### src/rtl/tristate_bus_arbiter_pkg.sv
// tsbus_pkg: shared definitions for the tri-state bus arbiter.
//   ENC_*   : state encodings used by the arbiter FSM
//   state_t : FSM state type built on those encodings
package tsbus_pkg;

   localparam logic [1:0] ENC_IDLE  = 2'd0;
   localparam logic [1:0] ENC_TURN  = 2'd1;
   localparam logic [1:0] ENC_DRIVE = 2'd2;

   typedef enum logic [1:0] {
      IDLE  = ENC_IDLE,
      TURN  = ENC_TURN,
      DRIVE = ENC_DRIVE
   } state_t;

endpackage

### src/rtl/tristate_bus_arbiter_if.sv
// tristate_bus_arbiter_if: request/grant bundle between the requesters and
// the arbiter that controls the bufif1 enables of one shared net.
//   req     : per-requester level request
//   oe      : per-requester bufif1 enable (at most one high)
//   gnt_id  : current or most recent owner
//   busy    : some oe bit is high
//   timeout : one-cycle pulse on forced release
// Modports: master = arbiter side, slave = requester side.
interface tristate_bus_arbiter_if #(
   parameter int NREQ = 4
) ();
   localparam int IDW = $clog2(NREQ);

   logic [NREQ-1:0] req;
   logic [NREQ-1:0] oe;
   logic [IDW-1:0]  gnt_id;
   logic            busy;
   logic            timeout;

   modport master (input req, output oe, output gnt_id, output busy, output timeout);
   modport slave  (output req, input oe, input gnt_id, input busy, input timeout);
endinterface

### src/rtl/tristate_bus_arbiter_rr_pick.sv
// rr_pick: combinational round-robin selector.
//   req    : request vector
//   last   : index of the previous owner (search starts at last+1)
//   winner : first requesting index at or after last+1, wrapping
//   valid  : any request present
module rr_pick #(
   parameter  int NREQ = 4,
   localparam int IDW  = $clog2(NREQ)
) (
   input  logic [NREQ-1:0] req,
   input  logic [IDW-1:0]  last,
   output logic [IDW-1:0]  winner,
   output logic            valid
);

   logic [IDW-1:0] idx;

   // Walk from the farthest candidate back to the nearest so the nearest
   // requester after 'last' is the final assignment and therefore wins.
   always_comb begin
      winner = '0;
      valid  = 1'b0;
      idx    = '0;
      for (int i = NREQ; i >= 1; i--) begin
         idx = IDW'((int'(last) + i) % NREQ);
         if (req[idx]) begin
            winner = idx;
            valid  = 1'b1;
         end
      end
   end

endmodule

### src/rtl/tristate_bus_arbiter.sv
// tristate_bus_arbiter: grants one requester at a time the enable of a
// shared bufif1-driven net. Round-robin arbitration, an all-off turnaround
// of TURN_CYC cycles before each grant, and a forced release after MAX_HOLD
// driven cycles. All outputs are registered.
//   clk : clock
//   rst : synchronous active-high reset
//   bus : master side of tristate_bus_arbiter_if (req in; oe/gnt_id/busy/timeout out)
module tristate_bus_arbiter
   import tsbus_pkg::*;
#(
   parameter int NREQ     = 4,
   parameter int MAX_HOLD = 16,
   parameter int TURN_CYC = 1
) (
   input  logic clk,
   input  logic rst,
   tristate_bus_arbiter_if.master bus
);

   localparam int IDW = $clog2(NREQ);
   // One counter serves both the turnaround countdown and the hold count.
   localparam int CMAX = (MAX_HOLD > TURN_CYC) ? MAX_HOLD : TURN_CYC;
   localparam int CW   = $clog2(CMAX + 1);

   state_t          state, state_n;
   logic [IDW-1:0]  win, win_n;     // latched candidate / owner
   logic [IDW-1:0]  ptr, ptr_n;     // round-robin pointer (last granted)
   logic [IDW-1:0]  gnt, gnt_n;
   logic [CW-1:0]   cnt, cnt_n;
   logic [NREQ-1:0] oe, oe_n;
   logic            busy_q, busy_n;
   logic            to_q, to_n;
   logic [IDW-1:0]  pick_id;
   logic            pick_vld;

   rr_pick #(.NREQ(NREQ)) u_pick (
      .req    (bus.req),
      .last   (ptr),
      .winner (pick_id),
      .valid  (pick_vld)
   );

   always_comb begin
      state_n = state;
      win_n   = win;
      ptr_n   = ptr;
      gnt_n   = gnt;
      cnt_n   = cnt;
      oe_n    = '0;
      busy_n  = 1'b0;
      to_n    = 1'b0;
      case (state)
         IDLE: begin
            if (pick_vld) begin
               win_n   = pick_id;
               cnt_n   = CW'(TURN_CYC - 1);
               state_n = TURN;
            end
         end
         TURN: begin
            if (cnt != '0) begin
               cnt_n = cnt - CW'(1);
            end else if (bus.req[win]) begin
               // Pointer moves only when a grant is actually issued.
               state_n   = DRIVE;
               ptr_n     = win;
               gnt_n     = win;
               cnt_n     = CW'(1);
               oe_n[win] = 1'b1;
               busy_n    = 1'b1;
            end else begin
               state_n = IDLE;
               cnt_n   = '0;
            end
         end
         DRIVE: begin
            // Release is checked first so a drop on the final hold cycle
            // is a normal release rather than a timeout.
            if (!bus.req[win]) begin
               state_n = IDLE;
               cnt_n   = '0;
            end else if (cnt == CW'(MAX_HOLD)) begin
               state_n = IDLE;
               cnt_n   = '0;
               to_n    = 1'b1;
            end else begin
               cnt_n     = cnt + CW'(1);
               oe_n[win] = 1'b1;
               busy_n    = 1'b1;
            end
         end
         default: state_n = IDLE;
      endcase
   end

   always_ff @(posedge clk) begin
      if (rst) begin
         state  <= IDLE;
         win    <= '0;
         ptr    <= IDW'(NREQ - 1);
         gnt    <= '0;
         cnt    <= '0;
         oe     <= '0;
         busy_q <= 1'b0;
         to_q   <= 1'b0;
      end else begin
         state  <= state_n;
         win    <= win_n;
         ptr    <= ptr_n;
         gnt    <= gnt_n;
         cnt    <= cnt_n;
         oe     <= oe_n;
         busy_q <= busy_n;
         to_q   <= to_n;
      end
   end

   assign bus.oe      = oe;
   assign bus.gnt_id  = gnt;
   assign bus.busy    = busy_q;
   assign bus.timeout = to_q;

endmodule

### src/flat_wrapper.sv
// flat-port wrapper written by rule: the top's interface ports become plain ports
module tristate_bus_arbiter_flat import tsbus_pkg::*;
#(
   parameter int NREQ     = 4,
   parameter int MAX_HOLD = 16,
   parameter int TURN_CYC = 1
)
  (clk, rst, bus_req, bus_oe, bus_gnt_id, bus_busy, bus_timeout);
  tristate_bus_arbiter_if #(.NREQ(NREQ)) bus_i ();
  input  logic clk;
  input  logic rst;
  input wire logic [$bits(bus_i.req)-1:0] bus_req;
  output wire logic [$bits(bus_i.oe)-1:0] bus_oe;
  output wire logic [$bits(bus_i.gnt_id)-1:0] bus_gnt_id;
  output wire logic [$bits(bus_i.busy)-1:0] bus_busy;
  output wire logic [$bits(bus_i.timeout)-1:0] bus_timeout;
  assign bus_i.req = bus_req;
  assign bus_oe = bus_i.oe;
  assign bus_gnt_id = bus_i.gnt_id;
  assign bus_busy = bus_i.busy;
  assign bus_timeout = bus_i.timeout;
  tristate_bus_arbiter #(.NREQ(NREQ), .MAX_HOLD(MAX_HOLD), .TURN_CYC(TURN_CYC)) u_core (.clk(clk), .rst(rst), .bus(bus_i));
endmodule
### config.mk
export PLATFORM = sky130hd
export DESIGN_NAME = tristate_bus_arbiter_flat
export DESIGN_NICKNAME = d
export VERILOG_FILES = /design/src/rtl/tristate_bus_arbiter_pkg.sv /design/src/rtl/tristate_bus_arbiter_if.sv /design/src/rtl/tristate_bus_arbiter_rr_pick.sv /design/src/rtl/tristate_bus_arbiter.sv /design/src/flat_wrapper.sv
export SDC_FILE = /design/constraint.sdc
export NUM_CORES = 1
export LEC_CHECK = 0
export CAP_MARGIN = 15
export CORE_ASPECT_RATIO = 1.5
export CORE_MARGIN = 4
export CORE_UTILIZATION = 55
export CTS_CLUSTER_SIZE = 10
export DETAILED_ROUTE_END_ITERATION = 10
export PLACE_DENSITY = 0.82
export SLEW_MARGIN = 20
export SYNTH_ARGS = -nofsm -noshare
export SYNTH_HDL_FRONTEND = slang
export SYNTH_SLANG_ARGS = --single-unit
### constraint.sdc
create_clock -name clk -period 2.1 [get_ports clk]
set_input_delay 0.315 -clock clk [delete_from_list [all_inputs] [get_ports clk]]
set_output_delay 0.315 -clock clk [all_outputs]
set_load 0.01 [all_outputs]
[Yosys cells after proc, flatten, opt, wreduce, memory -nomap -nowiden]
Index checks and enable logic that the tools add are counted.
Word-level totals
  register bits after elaboration: 19
  input bits: 6
  output and inout port bits: 8
  logic and storage cells: 81
Cells by class
  add/sub/neg operators: 6
  order comparisons: 6
  equal/unequal tests: 6
  muxes and demuxes: 43
  bitwise gates (word level): 3
  reductions and logical operators: 9
Operator list (count)
  5-bit 2-to-1 mux: 4
  2-bit 2-to-1 mux: 9
  1-bit 2-to-1 mux: 16
  4-bit 2-to-1 mux: 4
  2-bit by 3-bit less-than comparator with 1-bit output (second input constant): 5
  5-bit one-hot mux with 3 select lines: 1
  1-bit binary-select mux with 2-bit select: 5
  4-bit one-hot mux with 2 select lines: 1
  2-bit one-hot mux with 3 select lines: 1
  3-bit AND reduction: 2
  5-bit by 1-bit adder with 5-bit output (second input constant): 1
  5-bit equality test (second input constant): 1
  5-bit nonzero test: 1
  5-bit by 1-bit subtractor with 5-bit output (second input constant): 1
  2-bit by 1-bit adder with 2-bit output (second input constant): 2
  2-bit adder (second input constant): 2
  2-bit AND reduction: 2
  3-bit inequality test (second input constant): 1
  1-bit NOT: 3
  3-bit nonzero test: 1
  3-bit OR reduction: 1
  1-bit demux with 2-bit select: 1
  2-bit by 1-bit equality test with 1-bit output (second input constant): 1
  2-bit equality test (second input constant): 1
  other kinds (6): 6

[Longest topological paths before layout]
Gate-level depths: netlist of run 1.
  depth after elaboration: 9
  depth in mapped cells: 6
  mapped depth without buffers: 6

[Hierarchy]
Synthesis of run 1 repeated with hierarchy kept, for this count alone.
Unflattened totals
  cells, all modules: 134
  area, all modules: 1149.9 µm²
By module, submodules not included
  tristate_bus_arbiter: times used 1, cells an instance 120, area each 1058.5 µm², sequential area each 380.4 µm²
  rr_pick: times used 1, cells an instance 14, area each 91.3 µm², sequential area each 0.0 µm²

[Worst setup path before layout of run 1]
OpenSTA, ideal clock, no wires.
  path type: register -> register
  from: reg u_core.cnt[0]
  to: reg u_core.state[0]
  library setup time: 80 ps
  arrival: 1573 ps
  data required time: 2020 ps
  setup slack: 447 ps
  stages on the path, launching flop included: 7
  buffers on the path: 0
  period minus slack after synthesis: 1653 ps
  path through: dfxtp_1 -> inv_1 -> ha_1 -> nor4bb_4 -> a211oi_1 -> o41ai_1 -> nor3b_1
Between the ends
  cells in the longest elaborated chain, start to end: 3
  elaborated cells on any way between the ends: 5
  classes of those cells: eq/ne (3); reduce/logical (2)
Ends and longest elaborated chain
  from (decl): RTL line tristate_bus_arbiter.sv:29  | logic [CW-1:0] cnt, cnt_n;
  from (signal assigned): RTL line tristate_bus_arbiter.sv:111  | cnt <= cnt_n;
  5-bit equality test / 5-bit nonzero test (equally long branches): RTL line tristate_bus_arbiter.sv:82, tristate_bus_arbiter.sv:61
  3-bit inequality test (no line) / 2-bit inequality test (equally long branches)
  3-bit AND reduction (no line) (*)
  to (signal assigned): RTL line tristate_bus_arbiter.sv:107  | state <= state_n;
  to (decl): RTL line tristate_bus_arbiter.sv:25  | state_t state, state_n;
Every way passes the cells marked *; elsewhere a longest branch is shown, timed or not.
A chain may end at the register's enable or synchronous reset.

[Worst setup path after layout of run 1]
Ends and elaborated chain as after synthesis.

==> summary.md, run 1 <==
| Metric | Value |
|---|---|
| Synth unique cells | `49` |
| Net Sw Frac | `0.3441` |
| Mapped Area | `1211 µm²` |
| Register area | `380.4 µm²` |
| CTS Hold Bufs | `0` |
| Core Footprint | `2052 µm²` |
| Clock buffer depth | `2` |
| Arrival @ worst endpoint | `2.13 ns` |
| CP Launch Type | `flop` |
| Worst reg2reg startpoint | `u_core.cnt[0]$_SDFFE_PP0P_` |
| Die height | `65.48 µm` |
| Port bufs | `13` |
| P_sw | `0.3089 mW` |
| Vias per cell | `6.352` |
| Clk pwr share | `0.214` |
| Final WL | `2848 µm` |
| Starting density of the core | `0.5902` |
| Max-slew violation count | `0` |
| Initial antenna violation count | `0` |
| Number of global-route vias before repair | `1089` |
| FP Rows | `20` |
| CP Class | `flop to flop` |
| Final core utilization | `0.6787` |
| Dpl cell area | `1363 µm²` |
| Post-synth top area share | `0.3140` |
| # IOs | `14` |
| # nets final | `170` |
| Avg WL per Cell | `15.91 µm` |
| Share of power burned in registers | `0.476` |
| Static Leakage | `0.5320 nW` |
| Area of the multi-input gates | `729.5 µm²` |
| DIE AREA | `3032 µm²` |
| Final Cell Area | `1393 µm²` |
| Run status | `completed` |
| MaxCap Viol Count | `0` |
| GP Congestion | `0.9528` |
| Fin Setup TNS | `0 ns` |
| Min-Delay Path Class | `flop to flop` |
| Clk_lat worst skew | `0.31 ns` |
| DR vias | `1137` |
| Largest net degree at the start of global routing | `15` |
| Root Driver | `clkbuf_4` |
| H-tree levels | `1` |
| Clock transition at the registers of the reported paths | `0.11 ns` |
| Min cycle time layout | `1.887 ns` |
| Gr usage total | `0.2110` |
| Post-CTS setup buffers | `0` |
| Int Pwr | `0.5888 mW` |
| Synth Area per Inst | `8.713 µm²` |
| Yosys warning count | `0` |
| Post-synth EDFFs | `0` |
| DP Wirelength | `2214 µm` |
| Final Skew | `0.006284 ns` |
| Top_reg_cell synth | `dfxtp_1` |
| Share of cells above drive strength 1 | `0.1274` |
| Final Hold Viols | `0` |
| VDD IR-drop max | `432.1 µV` |
| Grt ovf | `0` |
| Global-route wire length before repair | `4788 µm` |
| Fillers | `174` |
| CTS tree | `built` |
| Critical Path Fanout Max | `8` |
| Async SR Flop Fraction | `0` |
| Die Wd | `46.32 µm` |
| Combinational Power Share | `0.310` |
| Worst rel slew slack | `0.6649` |
| Final ANT Viol Nets | `0` |
| Post-synthesis cell count | `139` |
| Final setup viols | `0` |
| Achievable Freq | `529.9 MHz` |
| Synth Register Bits | `19` |
| Area contributors post-synth | `dfxtp_1 31%, ha_1 6.2%, a21oi_1 4.1%` |
| Mapped Nets | `151` |
| Worst Hold Launch | `u_core.bus.gnt_id[1]$_SDFFE_PP0P_` |
| Critical Path Source | `u_core.cnt[0]$_SDFFE_PP0P_` |
| Req. time, crit path | `2.34 ns` |
| Unrepaired setup endpoints after global routing | `no` |
| # diodes | `0` |
| DRC viols | `0` |
| Crit path capture type | `flop` |
| Final period utilization | `0.8987` |
| Post-CTS sizing | `0` |
| Yosys top cell by area | `dfxtp_1` |
| Clock Sinks | `19` |
| DRT Pass-1 Iters | `5` |
| Worst slew pin tran | `0.4997 ns` |
| DR iter-0 viols | `46` |
| PD cells | `644.6 nW/µm²` |
| Seq/Total Area, Yosys | `0.3140` |
| P&R area growth vs syn | `14.98%` |
| TritonCTS Buffers | `3` |
power by group through the flow:
stage	clock (mW)	combinational, mW	sequential (mW)
global route	0.210	0.307	0.431
finish	0.192	0.278	0.427
global placement	0	0.261	0.431
floorplan	0	0.206	0.415
detailed placement	0	0.273	0.434
CTS	0.194	0.274	0.426
kinds of logic (layout without fill, tap and decap cells):
logic type / Yosys count / count (layout) / share of synthesized area
adder cells (fa/ha/maj): 6 / 6 / 0.06198
flip-flops: 19 / 19 / 0.3140
XOR/XNOR: 1 / 1 / 0.007233
AO/OA/AOI/OAI: 37 / 37 / 0.2108
AND/OR/NAND/NOR: 55 / 55 / 0.2820
multiplexers: 3 / 3 / 0.03823
buffers and inverters: 18 / 36 / 0.08574
per-stage QoR:
stage                     hold WS, ns  cells  worst slack (ns)  total power [mW]
after detailed placement       0.4578    175           0.07327            0.7071
after CTS                      0.4732    179            0.1654            0.8941
after global routing           0.4937    179           0.05148            0.9474
final                          0.4702    179            0.2128            0.8977
after global placement         0.4698    175           0.05249            0.6921
after floorplan                0.4690    139            0.4468            0.6201
synth_stat cells (2+ instances only):
| library cell | n |
|---|---|
| o221ai_1 | 2 |
| nand3b_1 | 2 |
| inv_1 | 12 |
| o22ai_1 | 3 |
| nand3_1 | 2 |
| buf_6 | 2 |
| nand2_1 | 13 |
| o41ai_1 | 2 |
| nor2b_1 | 2 |
| o2bb2ai_1 | 2 |
| ha_1 | 6 |
| nand2b_1 | 5 |
| nor4_1 | 2 |
| a21oi_1 | 10 |
| o21ai_0 | 6 |
| dfxtp_1 | 19 |
| or3_1 | 2 |
| nor2_1 | 11 |
| a2bb2oi_1 | 2 |
| nor3_1 | 3 |
| a31oi_1 | 2 |
| mux2i_1 | 2 |
state kept, by name (all words and copies together), names as in the netlist:
register	cells
u_core.bus.busy	1
u_core.bus.gnt_id	2
u_core.bus.oe	4
u_core.bus.timeout	1
u_core.cnt	5
u_core.ptr	2
u_core.state	2
u_core.win	2
final timing paths:
check                                                         end  slack (ns)  cells past startpoint
worst max register to register       u_core.state[0]$_SDFFE_PP0P_        0.21                      6
worst min register to register  u_core.bus.gnt_id[1]$_SDFFE_PP0P_        0.47                      2
worst max-delay path                 u_core.state[0]$_SDFFE_PP0P_        0.21                      6
worst min-delay path            u_core.bus.gnt_id[1]$_SDFFE_PP0P_        0.47                      2
layout by cell type, fill, tap and decap left out, types with 2 or more instances in the layout:
cell type        count
dfxtp_1             19
nand2_1             13
clkdlybuf4s50_1     13
inv_1               12
nor2_1              11
a21oi_1             10
buf_4                7
o21ai_0              6
nand2b_1             5
ha_1                 5
o22ai_1              3
nor3_1               3
clkbuf_4             3
or3_1                2
a31oi_1              2
nand3_1              2
mux2i_1              2
a2bb2oi_1            2
nor4_1               2
nand3b_1             2
nor2b_1              2
o2bb2ai_1            2
o221ai_1             2
o41ai_1              2
worst max-delay path: stages (launching register included):
cell	delay, ns
dfxtp_1	0.37
inv_1	0.11
ha_2	0.26
nor4bb_4	0.35
a211oi_1	0.18
o41ai_1	0.35
nor3b_1	0.21
layer usage:
layer | global-route usage | share of wire
met2 | 0.3793 | 0.53
met1 | 0.2314 | 0.40
met5 | 0 | 0
met3 | 0.02740 | 0.044
met4 | 0.09253 | 0.026
layout make-up:
type | count | share of cell area
Clock inverter | 1 | 0.003594
Inverter | 12 | 0.03234
Multi-Input combinational cell | 102 | 0.5238
Sequential cell | 19 | 0.2731
Clock buffer | 3 | 0.01617
Timing Repair Buffer | 20 | 0.1312
Tap cell | 22 | 0.01977
No activity file was read; power rests on OpenSTA's default activity.
==> run 2, diff against run 1 <==
--- a/config.mk
+++ b/config.mk
@@ -11,7 +11,9 @@
 export CORE_UTILIZATION = 55
 export CTS_CLUSTER_SIZE = 10
 export DETAILED_ROUTE_END_ITERATION = 10
-export PLACE_DENSITY = 0.82
+export GPL_ROUTABILITY_DRIVEN = 0
+export PLACE_DENSITY = 0.79
+export RECOVER_POWER = 50
 export SLEW_MARGIN = 20
 export SYNTH_ARGS = -nofsm -noshare
 export SYNTH_HDL_FRONTEND = slang
==> summary.md, run 2 (same netlist as run 1, synthesis figures left out) <==
| Metric | Value |
|---|---|
| Run status | `completed` |
| Critical Path Source | `bus_req[1]` |
| Crit-path cells | `dlygate4sd3_1, or4_4, o21ai_0, a31oi_1, o32ai_1` |
| Int Pwr | `0.5866 mW` |
| Power Total | `0.8977 mW` |
| CP Launch Type | `primary input` |
| Avg WL per Cell | `17.10 µm` |
| Die height | `65.48 µm` |
| VDD IR-drop max | `417.7 µV` |
| Global-route wire length before repair | `5368 µm` |
| Core Footprint | `2052 µm²` |
| Clock transition at the registers of the reported paths | `0.11 ns` |
| # diodes | `0` |
| # nets final | `171` |
| Fillers | `174` |
| WHS | `0.4605 ns` |
| Top Family by Delay on Critical Path | `compound AO/OA/AOI/OAI gates` |
| Final Hold Viols | `0` |
| Commonest non-fill, non-tap cell in the layout | `dfxtp_1` |
| DIE AREA | `3032 µm²` |
| Vias per cell | `6.433` |
| CP Class | `primary input to flop` |
| Die Wd | `46.32 µm` |
| Clock Sinks | `19` |
| DR iter-0 viols | `45` |
| Root Driver | `clkbuf_4` |
| H-tree levels | `1` |
| Gr usage total | `0.2415` |
| MaxCap Viol Count | `0` |
| Largest registers | `u_core.cnt: 5 flops, u_core.bus.oe: 4 flops` |
| Final setup viols | `0` |
| Static Leakage | `0.5613 nW` |
| Register bank with the most flops | `u_core.cnt` |
| Worst reg2reg startpoint | `u_core.cnt[0]$_SDFFE_PP0P_` |
| Net Sw Frac | `0.3466` |
| CTS tree | `built` |
| FP Rows | `20` |
| DP Wirelength | `2362 µm` |
| PD cells | `640.0 nW/µm²` |
| Initial antenna violation count | `0` |
| Unrepaired setup endpoints after global routing | `no` |
| CP max stage delay | `0.61 ns` |
| Most frequent cells in the layout | `19 x dfxtp_1, 13 x nand2_1, 12 x inv_1` |
| Achievable Freq | `523.6 MHz` |
| Final ANT Viol Nets | `0` |
| Final WL | `3078 µm` |
| P&R area growth vs syn | `15.81%` |
| Clock buffer depth | `2` |
| Starting density of the core | `0.5902` |
| Fin Setup TNS | `0 ns` |
| Final period utilization | `0.9095` |
| Reg2Reg Setup Slack | `0.20 ns` |
| Largest net degree at the start of global routing | `15` |
| # IOs | `14` |
| Clk pwr share | `0.216` |
| Grt ovf | `0` |
| CP Buf/Inv Count | `1` |
| Port bufs | `13` |
| Slowest CP cell | `dlygate4sd3_1` |
| Min cycle time layout | `1.910 ns` |
| Number of global-route vias before repair | `1195` |
| DRC viols | `0` |
| Stages on worst setup path | `5` |
| Worst reg2reg endpoint | `u_core.state[0]$_SDFFE_PP0P_` |
| Arrival @ worst endpoint | `2.13 ns` |
| Combinational Power Share | `0.307` |
| Worst rel slew slack | `0.6496` |
| Max reg flops | `5` |
| Clk_lat worst skew | `0.31 ns` |
| Worst slew pin tran | `0.5249 ns` |
| Worst r2r path cells | `7` |
| Share of cells above drive strength 1 | `0.1329` |
| Critical Path Fanout Max | `4` |
| Setup crit end | `u_core.cnt[4]$_SDFFE_PP0P_` |
| Crit path capture type | `flop` |
| DR vias | `1158` |
| P_sw | `0.3111 mW` |
| Post-CTS setup buffers | `0` |
| TritonCTS Buffers | `3` |
| Max-slew violation count | `0` |
| DRT Pass-1 Iters | `4` |
| Req. time, crit path | `2.32 ns` |
| Share of power burned in registers | `0.476` |
| Min-Delay Path Class | `flop to flop` |
| Final Skew | `0.008198 ns` |
==> run 2: cell types whose count changed in the layout (fill, tap and decap cells not counted) <==
cell | previous run | this run
nor3_1 | 3 | 2
buf_4 | 7 | 6
clkdlybuf4s50_1 | 13 | 4
clkbuf_1 | 0 | 2
a211oi_1 | 1 | 0
a211oi_2 | 0 | 1
dlygate4sd3_1 | 0 | 9
nor3_2 | 0 | 1
==> run 2: how the worst min path moves through the flow <==
| stage | startpoint | end | slack [ns] | cells past startpoint |
|---|---|---|---|---|
| after floorplan | u_core.ptr[0]$_SDFFE_PP1P_ | u_core.ptr[0]$_SDFFE_PP1P_ | 0.47 | 2 |
| after global placement | u_core.bus.gnt_id[0]$_SDFFE_PP0P_ | u_core.bus.gnt_id[0]$_SDFFE_PP0P_ | 0.46 | 2 |
| after detailed placement | u_core.bus.gnt_id[1]$_SDFFE_PP0P_ | u_core.bus.gnt_id[1]$_SDFFE_PP0P_ | 0.45 | 2 |
| after CTS | u_core.bus.gnt_id[1]$_SDFFE_PP0P_ | u_core.bus.gnt_id[1]$_SDFFE_PP0P_ | 0.47 | 2 |
| after global routing | u_core.bus.gnt_id[1]$_SDFFE_PP0P_ | u_core.bus.gnt_id[1]$_SDFFE_PP0P_ | 0.48 | 2 |
| final | u_core.bus.gnt_id[1]$_SDFFE_PP0P_ | u_core.bus.gnt_id[1]$_SDFFE_PP0P_ | 0.46 | 2 |
==> run 2: routing by layer <==
metal,part of all wire,track usage,routed length [µm]
met4,0.055,0.1637,169
met3,0.067,0.03836,206
met1,0.36,0.2669,1114
met5,0,0,0
met2,0.52,0.4000,1588
==> run 2: timing repair <==
action,4_1_cts,5_1_grt
resized for setup,0,3
hold buffers,0,0
hold endpoints to repair,0,0
setup endpoints to repair,0,3
==> run 2: power by group through the flow <==
stage / Combinational, mW / Sequential (mW) / Clock [mW]
after floorplan: 0.206 / 0.415 / 0
after global placement: 0.263 / 0.432 / 0
after detailed placement: 0.272 / 0.435 / 0
after CTS: 0.274 / 0.427 / 0.198
after global routing: 0.308 / 0.432 / 0.214
final: 0.276 / 0.427 / 0.194
==> run 2: final cells by class <==
type	count	area [µm²]	share of cell area
repair buffers	21	182.7	0.1302
clock inverters	1	5.005	0.003568
flip-flops and latches	19	380.4	0.2712
multi-input cells	102	739.5	0.5272
inverters	12	45.04	0.03211
well taps	22	27.53	0.01963
clock buffers	3	22.52	0.01606
==> run 2: worst reg2reg max path, delay by kind of cell, from the launching register on <==
family,cells,cell delay [ns]
AO/OA/AOI/OAI,1,0.29
adder cells (fa/ha/maj),1,0.26
buffers and inverters,2,0.26
AND/OR/NAND/NOR,3,0.66
flip-flops,1,0.37
==> run 2: per-stage QoR <==
step	utilization	area, µm²	instances	setup slack (ns)
after floorplan	-	1211	139	0.4468
after global placement	0.6677	1370	176	0.08216
after CTS	0.6811	1398	180	0.1452
after global routing	0.6835	1403	180	0.03790
final	0.6835	1403	180	0.1900
after detailed placement	0.6677	1370	176	0.007999
